**src/rtl/dmem_arbiter.sv**
```systemverilog
// Round-robin arbiter sharing one single-port data memory between the core (port 0) and an aux requester (port 1).
// Optional macro DMEM_ARB_AUX_PROTECT_EN blocks port 1 writes below AUX_BASE and flags them on p1_err.
`timescale 1ns/1ps
module dmem_arbiter #(
  parameter int ADDR_W   = 7,
  parameter int DATA_W   = 32,
  parameter int AUX_BASE = 64
) (
  input  logic              clk,
  input  logic              rst_n,
  input  logic              p0_req,
  input  logic              p0_we,
  input  logic [ADDR_W-1:0] p0_addr,
  input  logic [DATA_W-1:0] p0_wdata,
  output logic              p0_ack,
  output logic [DATA_W-1:0] p0_rdata,
  input  logic              p1_req,
  input  logic              p1_we,
  input  logic [ADDR_W-1:0] p1_addr,
  input  logic [DATA_W-1:0] p1_wdata,
  output logic              p1_ack,
  output logic [DATA_W-1:0] p1_rdata,
  output logic              p1_err,
  output logic              mem_write_en,
  output logic              mem_read_en,
  output logic [ADDR_W-1:0] mem_address,
  output logic [DATA_W-1:0] mem_data_in,
  input  logic [DATA_W-1:0] mem_data_out
);

  typedef enum logic [1:0] {IDLE, SERVE, ACK} state_t;

  localparam logic [ADDR_W-1:0] AUX_BASE_A = ADDR_W'(AUX_BASE);
`ifdef DMEM_ARB_AUX_PROTECT_EN
  localparam bit PROTECT = 1'b1;
`else
  localparam bit PROTECT = 1'b0;
`endif

  state_t              state_reg, state_next;
  logic                last_grant_reg, last_grant_next;
  logic                grant_reg, grant_next;
  logic                we_reg, we_next;
  logic [ADDR_W-1:0]   addr_reg, addr_next;
  logic [DATA_W-1:0]   wdata_reg, wdata_next;
  logic [DATA_W-1:0]   p0_rdata_reg, p1_rdata_reg;

  logic req0, req1, winner, blocked;

  // The port acked this cycle drops its req after seeing ack, so ignore it for this edge.
  assign req0   = p0_req && !(state_reg == ACK && grant_reg == 1'b0);
  assign req1   = p1_req && !(state_reg == ACK && grant_reg == 1'b1);
  assign winner = (req0 && req1) ? ~last_grant_reg : req1;

  assign blocked = PROTECT && grant_reg && we_reg && (addr_reg < AUX_BASE_A);

  always_comb begin
    state_next      = state_reg;
    last_grant_next = last_grant_reg;
    grant_next      = grant_reg;
    we_next         = we_reg;
    addr_next       = addr_reg;
    wdata_next      = wdata_reg;
    case (state_reg)
      IDLE, ACK: begin
        if (req0 || req1) begin
          state_next      = SERVE;
          grant_next      = winner;
          last_grant_next = winner;
          we_next         = winner ? p1_we    : p0_we;
          addr_next       = winner ? p1_addr  : p0_addr;
          wdata_next      = winner ? p1_wdata : p0_wdata;
        end else begin
          state_next = IDLE;
        end
      end
      SERVE:   state_next = ACK;
      default: state_next = IDLE;
    endcase
  end

  always_ff @(posedge clk or negedge rst_n) begin
    if (!rst_n) begin
      state_reg      <= IDLE;
      last_grant_reg <= 1'b1;
      grant_reg      <= 1'b0;
      we_reg         <= 1'b0;
      addr_reg       <= '0;
      wdata_reg      <= '0;
      p0_rdata_reg   <= '0;
      p1_rdata_reg   <= '0;
    end else begin
      state_reg      <= state_next;
      last_grant_reg <= last_grant_next;
      grant_reg      <= grant_next;
      we_reg         <= we_next;
      addr_reg       <= addr_next;
      wdata_reg      <= wdata_next;
      if (state_reg == SERVE && !we_reg) begin
        if (grant_reg) p1_rdata_reg <= mem_data_out;
        else           p0_rdata_reg <= mem_data_out;
      end
    end
  end

  // Enables decode straight from the state register so reset drops them asynchronously.
  assign mem_write_en = (state_reg == SERVE) && we_reg && !blocked;
  assign mem_read_en  = (state_reg == SERVE) && !we_reg;
  assign mem_address  = addr_reg;
  assign mem_data_in  = wdata_reg;

  assign p0_ack   = (state_reg == ACK) && !grant_reg;
  assign p1_ack   = (state_reg == ACK) && grant_reg;
  assign p0_rdata = p0_rdata_reg;
  assign p1_rdata = p1_rdata_reg;

`ifdef DMEM_ARB_AUX_PROTECT_EN
  assign p1_err = p1_ack && blocked;
`else
  assign p1_err = 1'b0;
`endif

endmodule

```
**config.mk**
```make
export PLATFORM = sky130hd
export DESIGN_NAME = dmem_arbiter
export DESIGN_NICKNAME = d
export VERILOG_FILES = /design/src/rtl/dmem_arbiter.sv
export SDC_FILE = /design/constraint.sdc
export NUM_CORES = 1
export LEC_CHECK = 0
export CAP_MARGIN = 20
export CORE_UTILIZATION = 38
export CTS_CLUSTER_SIZE = 14
export DETAILED_ROUTE_END_ITERATION = 10
export PLACE_DENSITY = 0.77
export SYNTH_ARGS = -nofsm -noshare
export SYNTH_HDL_FRONTEND = slang
export SYNTH_SLANG_ARGS = --single-unit
```
**constraint.sdc**
```tcl
create_clock -name clk -period 1.74 [get_ports clk]
set_input_delay 0.348 -clock clk [delete_from_list [all_inputs] [get_ports clk]]
set_output_delay 0.348 -clock clk [all_outputs]
set_load 0.01 [all_outputs]
```
==> results of run 1 <==
==> cell type report <==
type,instances,area [µm²]
Fill cell,940,4350
Sequential cell,108,2704
Timing Repair Buffer,247,2572
Multi-Input combinational cell,159,2049
Clock buffer,12,236.5
Tap cell,168,210.2
Clock inverter,4,73.82
Inverter,4,15.01
==> metal layers <==
metal | routed length, µm | part of all wire, % | vias up
met3 | 807 | 6.8 | 11
met4 | 168 | 1.4 | 0
met1 | 4604 | 39 | 1635
met5 | 0 | 0 | -
li1 | - | - | 1490
met2 | 6222 | 53 | 126
==> worst max-delay path: stages (launching register included) <==
cell and delay (ns):
dfrtp_1 0.41, and3b_2 0.23, a311o_2 0.37, buf_12 0.19, mux2_4 0.31, mux2_4 0.27
==> metrics by stage <==
| stage | power (µW) | cells | setup WS, ns |
|---|---|---|---|
| finish | 13890 | 702 | -0.1622 |
| global route | 14650 | 702 | -0.2056 |
| CTS | 13860 | 697 | -0.1565 |
| detailed placement | 11610 | 680 | -0.4229 |
| global placement | 11400 | 680 | -0.4189 |
| floorplan | 7992 | 289 | -0.1277 |
==> final timing paths <==
kind	startpoint	endpoint	slack [ns]
setup / recovery	state_reg[1]	mem_data_in[28]	-0.16
min in group clk	last_grant_reg	last_grant_reg	0.47
hold / removal	rst_n	mem_address[2]	0.46
max in group asynchronous	rst_n	last_grant_reg	0.74
hold reg to reg	last_grant_reg	last_grant_reg	0.47
setup reg to reg	state_reg[1]	mem_data_in[28]	-0.16
==> cell families (layout without fill, tap and decap cells) <==
group	after synthesis	in the layout	share of synthesized area, %
AO/OA/AOI/OAI	3	3	0.6209
buffers and inverters	22	267	2.976
flip-flops	108	108	55.93
multiplexers	146	146	39.23
other	1	1	0.07757
AND/OR/NAND/NOR	9	9	1.165
==> placed cells by master, fill, tap and decap left out, drive strengths merged, types with 3 or more instances in the layout <==
master           n
dfrtp          107
and2             3
buf             23
inv              4
clkbuf          17
clkdlybuf4s50  217
mux2           144
==> power breakdown <==
part	switching [µW]	total, µW	internal [µW]	leakage, µW
Sequential	723	4540	3820	0.00128
Combinational	2470	7210	4730	0.00201
Clock	881	2150	1260	0.000151
Total	4080	13900	9820	0.00344
==> repair_timing <==
item                                    in CTS  in global routing
resized for setup                           19                  7
cloned                                       0                  3
setup buffers                                0                  2
endpoints found under the setup margin     110                107
pin swaps                                    1                  1
hold buffers                                 1                  0
hold endpoints to repair                    17                  0
==> impl_metrics.json, run 1 <==
{
  "finalHoldViolations": 0,
  "grt_pass1_vias": 3494,
  "start_util_pct": 39.59,
  "maxCapViolations": 0,
  "synthCells": 289,
  "yosysMostFrequentCell": "dfrtp_1",
  "dieArea_mm2": 0.01318,
  "syn2layout_area_growth_pct": 62.60,
  "finalNetCount": 645,
  "track_usage_pct": 18.20,
  "top_usage_layer": "met2",
  "gr-total-overflow": 0,
  "cts_max_level": 3,
  "drv_slew": 0,
  "grt_util_met2_pct": 32.69,
  "dp_hpwl_mm": 8.730,
  "setup-tns-final_ns": -5.308,
  "numCtsBuffers": 9,
  "startpoint_type": "flip-flop",
  "synth_ff_type": "dfrtp_1",
  "grt_pass1_wl_mm": 18.17,
  "path_class": "reg2reg",
  "synthArstFlopShare_pct": 100.0,
  "p_leak_uw": 0.003439,
  "drcViolationCount": 0,
  "power_density_mw_per_mm2": 1767,
  "violations": "setup timing",
  "grt_util_met1_pct": 20.92,
  "cp.required_ns": 1.96,
  "rsz0062_at_grt": "yes",
  "outcome": "complete, but fails checks",
  "syn_area_mm2": 0.004835,
  "finalCriticalPeriod_ns": 1.902,
  "post-route-period-util_pct": 109.3,
  "numPortBuffers": 222,
  "wl_per_cell_um": 16.81,
  "synth_fp_nets": 405,
  "die_y_um": 114.8,
  "synth_top_area_cell": "dfrtp_1",
  "synth_edf_count": 0,
  "dr_total_vias": 3262,
  "ir_worst_vdd_mv": 0.8806,
  "clockBufferDepth": 2,
  "yosys-top-cells-count": "dfrtp_1, mux2_2, mux2_4",
  "fin_ws_ns": -0.1622,
  "dr.pass1.iters": 4,
  "fin_area_mm2": 0.007861,
  "hold_path_class": "in2async",
  "whs_ns": 0.4567,
  "place_congestion": 0.7494,
  "via_per_inst": 4.647,
  "coreArea_mm2": 0.01221,
  "drt-total-wl_mm": 11.80,
  "clock_sinks": 108,
  "ios": 224,
  "final_antenna_net_count": 0,
  "die_w_um": 114.8,
  "ys_warn_count": 0,
  "r2r_cells": 5,
  "synth.area.top_cells": "dfrtp_1, mux2_4, mux2_2",
  "fin_skew_ns": 0.005167,
  "fmax_ghz": 0.5257,
  "cp.arrival_ns": 2.13,
  "post_dp_cell_area_mm2": 0.007425,
  "globalRouteMet3Util_pct": 4.639,
  "ys_seq_area_share_pct": 55.93,
  "drtIter0Drc": 115,
  "synth.distinct_cells": 20,
  "synth_area_per_cell_um2": 16.73,
  "grt_max_degree": 47,
  "setup_viol": 41,
  "cp-end-kind": "flip-flop",
  "rows": 40,
  "ys_ff_latch": 108,
  "cts_tree": "yes",
  "layout-drive-gt1-share_pct": 35.77,
  "clk_latency_ns": 0.34,
  "cts_root_buf": "clkbuf_16",
  "yosys.area.top_type_share_pct": 55.38,
  "path_clk_slew_ns": 0.07,
  "cp_max_fo": 18,
  "fin_util_pct": 64.38,
  "antenna_found_initial": 0,
  "antenna_cells": 0
}
Note: power is estimated with default switching activity, not from simulation.
==> run 2: changes to the inputs <==
--- a/config.mk
+++ b/config.mk
@@ -7,9 +7,10 @@
 export LEC_CHECK = 0
 export CAP_MARGIN = 20
 export CORE_UTILIZATION = 38
-export CTS_CLUSTER_SIZE = 14
+export CTS_CLUSTER_SIZE = 28
 export DETAILED_ROUTE_END_ITERATION = 10
-export PLACE_DENSITY = 0.77
+export PLACE_DENSITY = 0.78
+export SKIP_LAST_GASP = 1
 export SYNTH_ARGS = -nofsm -noshare
 export SYNTH_HDL_FRONTEND = slang
 export SYNTH_SLANG_ARGS = --single-unit
==> run 2 against run 1 <==
Net effect: the run still ends with setup timing left; cell count rose by 0.57%; clock skew rose by 0.0026 ns; core utilization rose by 0.061 points; sequential share of layout area barely moved; worst hold slack improved by 0.016 ns; via count rose by 0.58%; sequential power barely moved; power fell by 0.53%; register-to-register slack barely moved; maximum frequency fell by 0.11%; critical path depth did not move; critical endpoint is now mem_data_in[23].
==> impl_metrics.json, run 2 (synthesis results as in run 1) <==
{
  "track_usage_pct": 17.87,
  "grt_util_met1_pct": 19.54,
  "dieArea_mm2": 0.01318,
  "globalRouteMet3Util_pct": 5.904,
  "die_y_um": 114.8,
  "drv_slew": 0,
  "dp_hpwl_mm": 8.955,
  "cp_slowest_cell": "dfrtp_1",
  "pwr-share-clk_pct": 15.1,
  "cp.arrival_ns": 2.13,
  "fmax_ghz": 0.5251,
  "final_antenna_net_count": 0,
  "sw_frac_of_total_pct": 29.15,
  "ir_worst_vdd_mv": 0.7778,
  "violations": "setup timing",
  "grt_pass1_wl_mm": 17.96,
  "cp_max_fo": 18,
  "die_w_um": 114.8,
  "p_leak_uw": 0.003451,
  "grt_pass1_vias": 3639,
  "hold_path_class": "reg2reg",
  "drcViolationCount": 0,
  "multi_input_area_mm2": 0.002047,
  "wl_per_cell_um": 16.31,
  "setup_viol": 40,
  "fin_ws_ns": -0.1643,
  "outcome": "complete, but fails checks",
  "fill_cells": 967,
  "pwr-share-comb_pct": 52.1,
  "rows": 40,
  "antenna_cells": 0,
  "start_util_pct": 39.59,
  "numPortBuffers": 222,
  "grt_util_met2_pct": 32.93,
  "coreArea_mm2": 0.01221,
  "fin_area_mm2": 0.007869,
  "slowest_delay_ns": 0.42,
  "post_dp_cell_area_mm2": 0.007485,
  "startpoint_type": "flip-flop",
  "hold_start": "last_grant_reg",
  "power.switching_uw": 4029,
  "rsz0062_at_grt": "yes",
  "crit_chain": "and3b_2, a311o_2, buf_12, mux2_4, mux2_4",
  "finalHoldViolations": 0,
  "grt_max_degree": 48,
  "place_congestion": 0.7326,
  "r2r_start": "state_reg[1]",
  "register_area_mm2": 0.002704,
  "power_density_mw_per_mm2": 1756,
  "clock_sinks": 108,
  "top_usage_layer": "met2",
  "cp.buffers_inverters": 1,
  "cts_max_level": 3,
  "path_class": "reg2reg",
  "internal-power_uw": 9791,
  "syn2layout_area_growth_pct": 62.76,
  "cp.required_ns": 1.96,
  "crit_top_cell": "mux2_4",
  "dr.pass1.iters": 4,
  "finalNetCount": 649,
  "clk_latency_ns": 0.34,
  "numCtsBuffers": 9,
  "drt-total-wl_mm": 11.51,
  "post-route-period-util_pct": 109.4,
  "drtIter0Drc": 98,
  "cts_root_buf": "clkbuf_16",
  "cp_top_family": "multiplexers",
  "maxCapViolations": 0,
  "fin_util_pct": 64.44,
  "cts_tree": "yes",
  "dr_total_vias": 3281,
  "fin_skew_ns": 0.007792,
  "p_seq_share_pct": 32.8,
  "clockBufferDepth": 2,
  "crit_path_start": "state_reg[1]",
  "final_cell_mix": "clkdlybuf4s50_1, dfrtp_1, mux2_4",
  "path_clk_slew_ns": 0.07,
  "gr-total-overflow": 0,
  "via_per_inst": 4.647,
  "antenna_found_initial": 0,
  "finalCriticalPeriod_ns": 1.904,
  "final_common_cell": "clkdlybuf4s50_1",
  "ios": 224,
  "layout-drive-gt1-share_pct": 36.25,
  "cp-end-kind": "flip-flop"
}
-- run 2: cell count changes in the layout (fill, tap and decap cells not counted), sizes merged --
cell           before  now
buf                23   29
clkbuf             17   14
bufinv              2    1
clkdlybuf4s15       1    2
inv                 4    5
-- run 2: final timing paths --
path	to	slack [ns]	cells after the start
max	mem_data_in[23]	-0.16	5
min	last_grant_reg	0.47	2
max reg2reg	mem_data_in[23]	-0.16	5
min reg2reg	last_grant_reg	0.47	2
max in group asynchronous	last_grant_reg	0.67	3
min in group asynchronous	p0_rdata[8]	0.48	2
-- run 2: per-stage QoR --
step | TNS, ns | worst slack (ns) | total power (µW) | instances | hold slack [ns]
final | -5.849 | -0.1643 | 13820 | 706 | 0.4729
after global routing | -7.896 | -0.2098 | 14570 | 706 | 0.5034
after CTS | -6.148 | -0.1670 | 13850 | 703 | 0.4789
after detailed placement | -17.60 | -0.4517 | 11740 | 686 | 0.3003
after global placement | -16.73 | -0.4166 | 11530 | 686 | 0.2960
after floorplan | -4.807 | -0.1277 | 7992 | 289 | 0.05241
-- run 2: tightest hold or removal path: stages, from the launching register on --
cell and delay (ns):
dfstp_2 0.37, inv_1 0.04, mux2i_1 0.06
-- run 2: power groups by stage --
stage,clock (µW),combinational (µW),sequential (µW)
after detailed placement,0,7170,4560
final,2080,7200,4530
after global routing,2230,7630,4710
after global placement,0,7000,4530
after CTS,2130,7160,4560
after floorplan,0,2920,5080
-- run 2: cell type report --
type,instances,share of cell area [%]
Inverter,4,0.1908
Timing Repair Buffer,251,32.79
Tap cell,168,2.671
Multi-Input combinational cell,159,26.01
Clock buffer,12,3.260
Clock inverter,4,0.7155
Sequential cell,108,34.36
-- run 2: routing by layer --
| layer | share of wire [%] | vias to the layer above |
|---|---|---|
| met5 | 0 | - |
| met3 | 7.4 | 14 |
| li1 | - | 1507 |
| met1 | 39 | 1620 |
| met2 | 52 | 140 |
| met4 | 1.4 | 0 |
-- run 2: timing repair --
action                                 in CTS  in global routing
setup buffers                               0                  2
pin swaps                                   0                  2
gates resized for setup                     8                  8
setup endpoints to repair                  44                 51
endpoints found under the hold margin      26                  0
cloned                                      0                  1
hold buffers                                1                  0
==> run 3: changes to the inputs <==
--- a/config.mk
+++ b/config.mk
@@ -7,6 +7,7 @@
 export LEC_CHECK = 0
 export CAP_MARGIN = 20
 export CORE_UTILIZATION = 38
+export CTS_BUF_LIST = sky130_fd_sc_hd__clkbuf_16
 export CTS_CLUSTER_SIZE = 28
 export DETAILED_ROUTE_END_ITERATION = 10
 export PLACE_DENSITY = 0.78
==> run 3 against run 2 <==
Net effect: the run still ends with setup timing left; sequential share of layout area increased by 0.088 points; power shrank 0.69%; non-clock buffer count unchanged; register-to-register slack about the same; clock skew fell by 0.00087 ns; maximum frequency hardly changed; final area is 0.25% lower; via count decreased by 0.18%; critical path type unchanged; largest cell class unchanged; largest power group unchanged.
==> impl_metrics.json, run 3 (synthesis results as in run 1) <==
{
  "cp.arrival_ns": 2.13,
  "drtIter0Drc": 109,
  "path_clk_slew_ns": 0.07,
  "cp_max_fo": 18,
  "violations": "setup timing",
  "clock_sinks": 108,
  "ir_worst_vdd_mv": 0.7765,
  "cp_slowest_cell": "dfrtp_1",
  "antenna_found_initial": 0,
  "finalHoldViolations": 0,
  "via_per_inst": 4.639,
  "maxCapViolations": 0,
  "r2r-end": "mem_data_in[23]",
  "crit_chain": "and3b_2, a311o_2, buf_12, mux2_4, mux2_4",
  "rows": 40,
  "grt_pass1_vias": 3639,
  "min_path_cells": 2,
  "drcViolationCount": 0,
  "fin_ws_ns": -0.1652,
  "wl_per_cell_um": 16.28,
  "clockBufferDepth": 2,
  "grt_max_degree": 48,
  "cp_top_family": "multiplexers",
  "syn2layout_area_growth_pct": 62.34,
  "fmax_ghz": 0.5249,
  "cts_max_level": 3,
  "place_congestion": 0.7326,
  "clk_latency_ns": 0.34,
  "dr.pass1.iters": 4,
  "cp-end-kind": "flip-flop",
  "die_y_um": 114.8,
  "coreArea_mm2": 0.01221,
  "crit_top_cell": "mux2_4",
  "slowest_delay_ns": 0.42,
  "numPortBuffers": 222,
  "instances_no_fill": 706,
  "die_w_um": 114.8,
  "cts_root_buf": "clkbuf_16",
  "r2r_cells": 5,
  "hold_path_end": "last_grant_reg",
  "whs_ns": 0.4729,
  "cp.required_ns": 1.96,
  "rsz0062_at_grt": "yes",
  "gr-total-overflow": 0,
  "antenna_cells": 0,
  "final_antenna_net_count": 0,
  "dieArea_mm2": 0.01318,
  "cts_tree": "yes",
  "finalCriticalPeriod_ns": 1.905,
  "startpoint_type": "flip-flop",
  "r2r_start": "state_reg[1]",
  "hold_path_class": "reg2reg",
  "dr_total_vias": 3275,
  "post-route-period-util_pct": 109.5,
  "setup_viol": 40,
  "track_usage_pct": 17.87,
  "drt-total-wl_mm": 11.49,
  "placed_cells": 686,
  "numCtsBuffers": 9,
  "grt_pass1_wl_mm": 17.94,
  "path_class": "reg2reg",
  "dp_hpwl_mm": 8.955,
  "hold_start": "last_grant_reg",
  "final_cell_mix": "clkdlybuf4s50_1, dfrtp_1, mux2_4",
  "layout-drive-gt1-share_pct": 35.87,
  "rrSetupSlack_ns": -0.17,
  "ios": 224,
  "drv_slew": 0,
  "p_leak_uw": 0.003444,
  "finalNetCount": 649,
  "outcome": "complete, but fails checks",
  "setup-tns-final_ns": -5.871,
  "cp.buffers_inverters": 1,
  "final_common_cell": "clkdlybuf4s50_1",
  "fin_skew_ns": 0.006923,
  "start_util_pct": 39.59,
  "power_density_mw_per_mm2": 1749
}
run 3: changes by cell type in the layout (fill, tap and decap cells not counted):
cell,change
clkbuf_1,-1
clkbuf_8,-2
clkinv_1,+2
inv_1,+1
run 3: worst max-delay path by stage:
stage,start,to,cells past startpoint
after floorplan,state_reg[1],mem_address[0],6
after global placement,p1_req,mem_data_in[14],6
after detailed placement,p1_req,mem_address[3],6
after CTS,state_reg[1],mem_data_in[30],5
after global routing,state_reg[1],mem_address[3],5
final,state_reg[1],mem_data_in[23],5
run 3: cell type report:
cell class	instances	area [µm²]
flip-flops and latches	108	2704
fillers	969	4363
well taps	168	210.2
clock buffers	9	225.2
inverters	4	15.01
multi-input cells	159	2047
repair buffers	251	2580
clock inverters	7	67.56
run 3: through the flow:
stage | util [%] | cell area [µm²] | worst slack, ns | power [µW]
2_1_floorplan | - | 4898 | -0.1277 | 7992
3_3_place_gp | 61.29 | 7485 | -0.4166 | 11530
3_5_place_dp | 61.29 | 7485 | -0.4517 | 11740
4_1_cts | 63.78 | 7789 | -0.1670 | 13760
5_1_grt | 64.27 | 7849 | -0.2096 | 14480
6_report | 64.27 | 7849 | -0.1652 | 13720
run 3: metal layers:
metal | global-route usage [%] | vias to the layer above | wire length, µm
met5 | 0 | - | 0
met4 | 5.714 | 0 | 192
met3 | 5.640 | 16 | 852
met2 | 32.85 | 140 | 5910
met1 | 19.57 | 1610 | 4538
li1 | - | 1509 | -
run 3: worst reg2reg max path, stage by stage, from the launching register on:
cell and delay (ns):
dfrtp_1 0.42, and3b_2 0.23, a311o_2 0.38, buf_12 0.19, mux2_4 0.30, mux2_4 0.27
run 3: repair_timing:
item                       CTS  global route
resized for setup            8             8
setup endpoints to repair   44            51
hold endpoints to repair    26             0
hold buffers                 1             0
buffers inserted             0             2
pin swaps                    0             2
gates cloned                 0             1
run 3: power breakdown:
part	internal, µW	leakage [µW]	switching, µW
clock network	1110	0.000146	874
logic	4770	0.00202	2440
registers	3820	0.00128	716
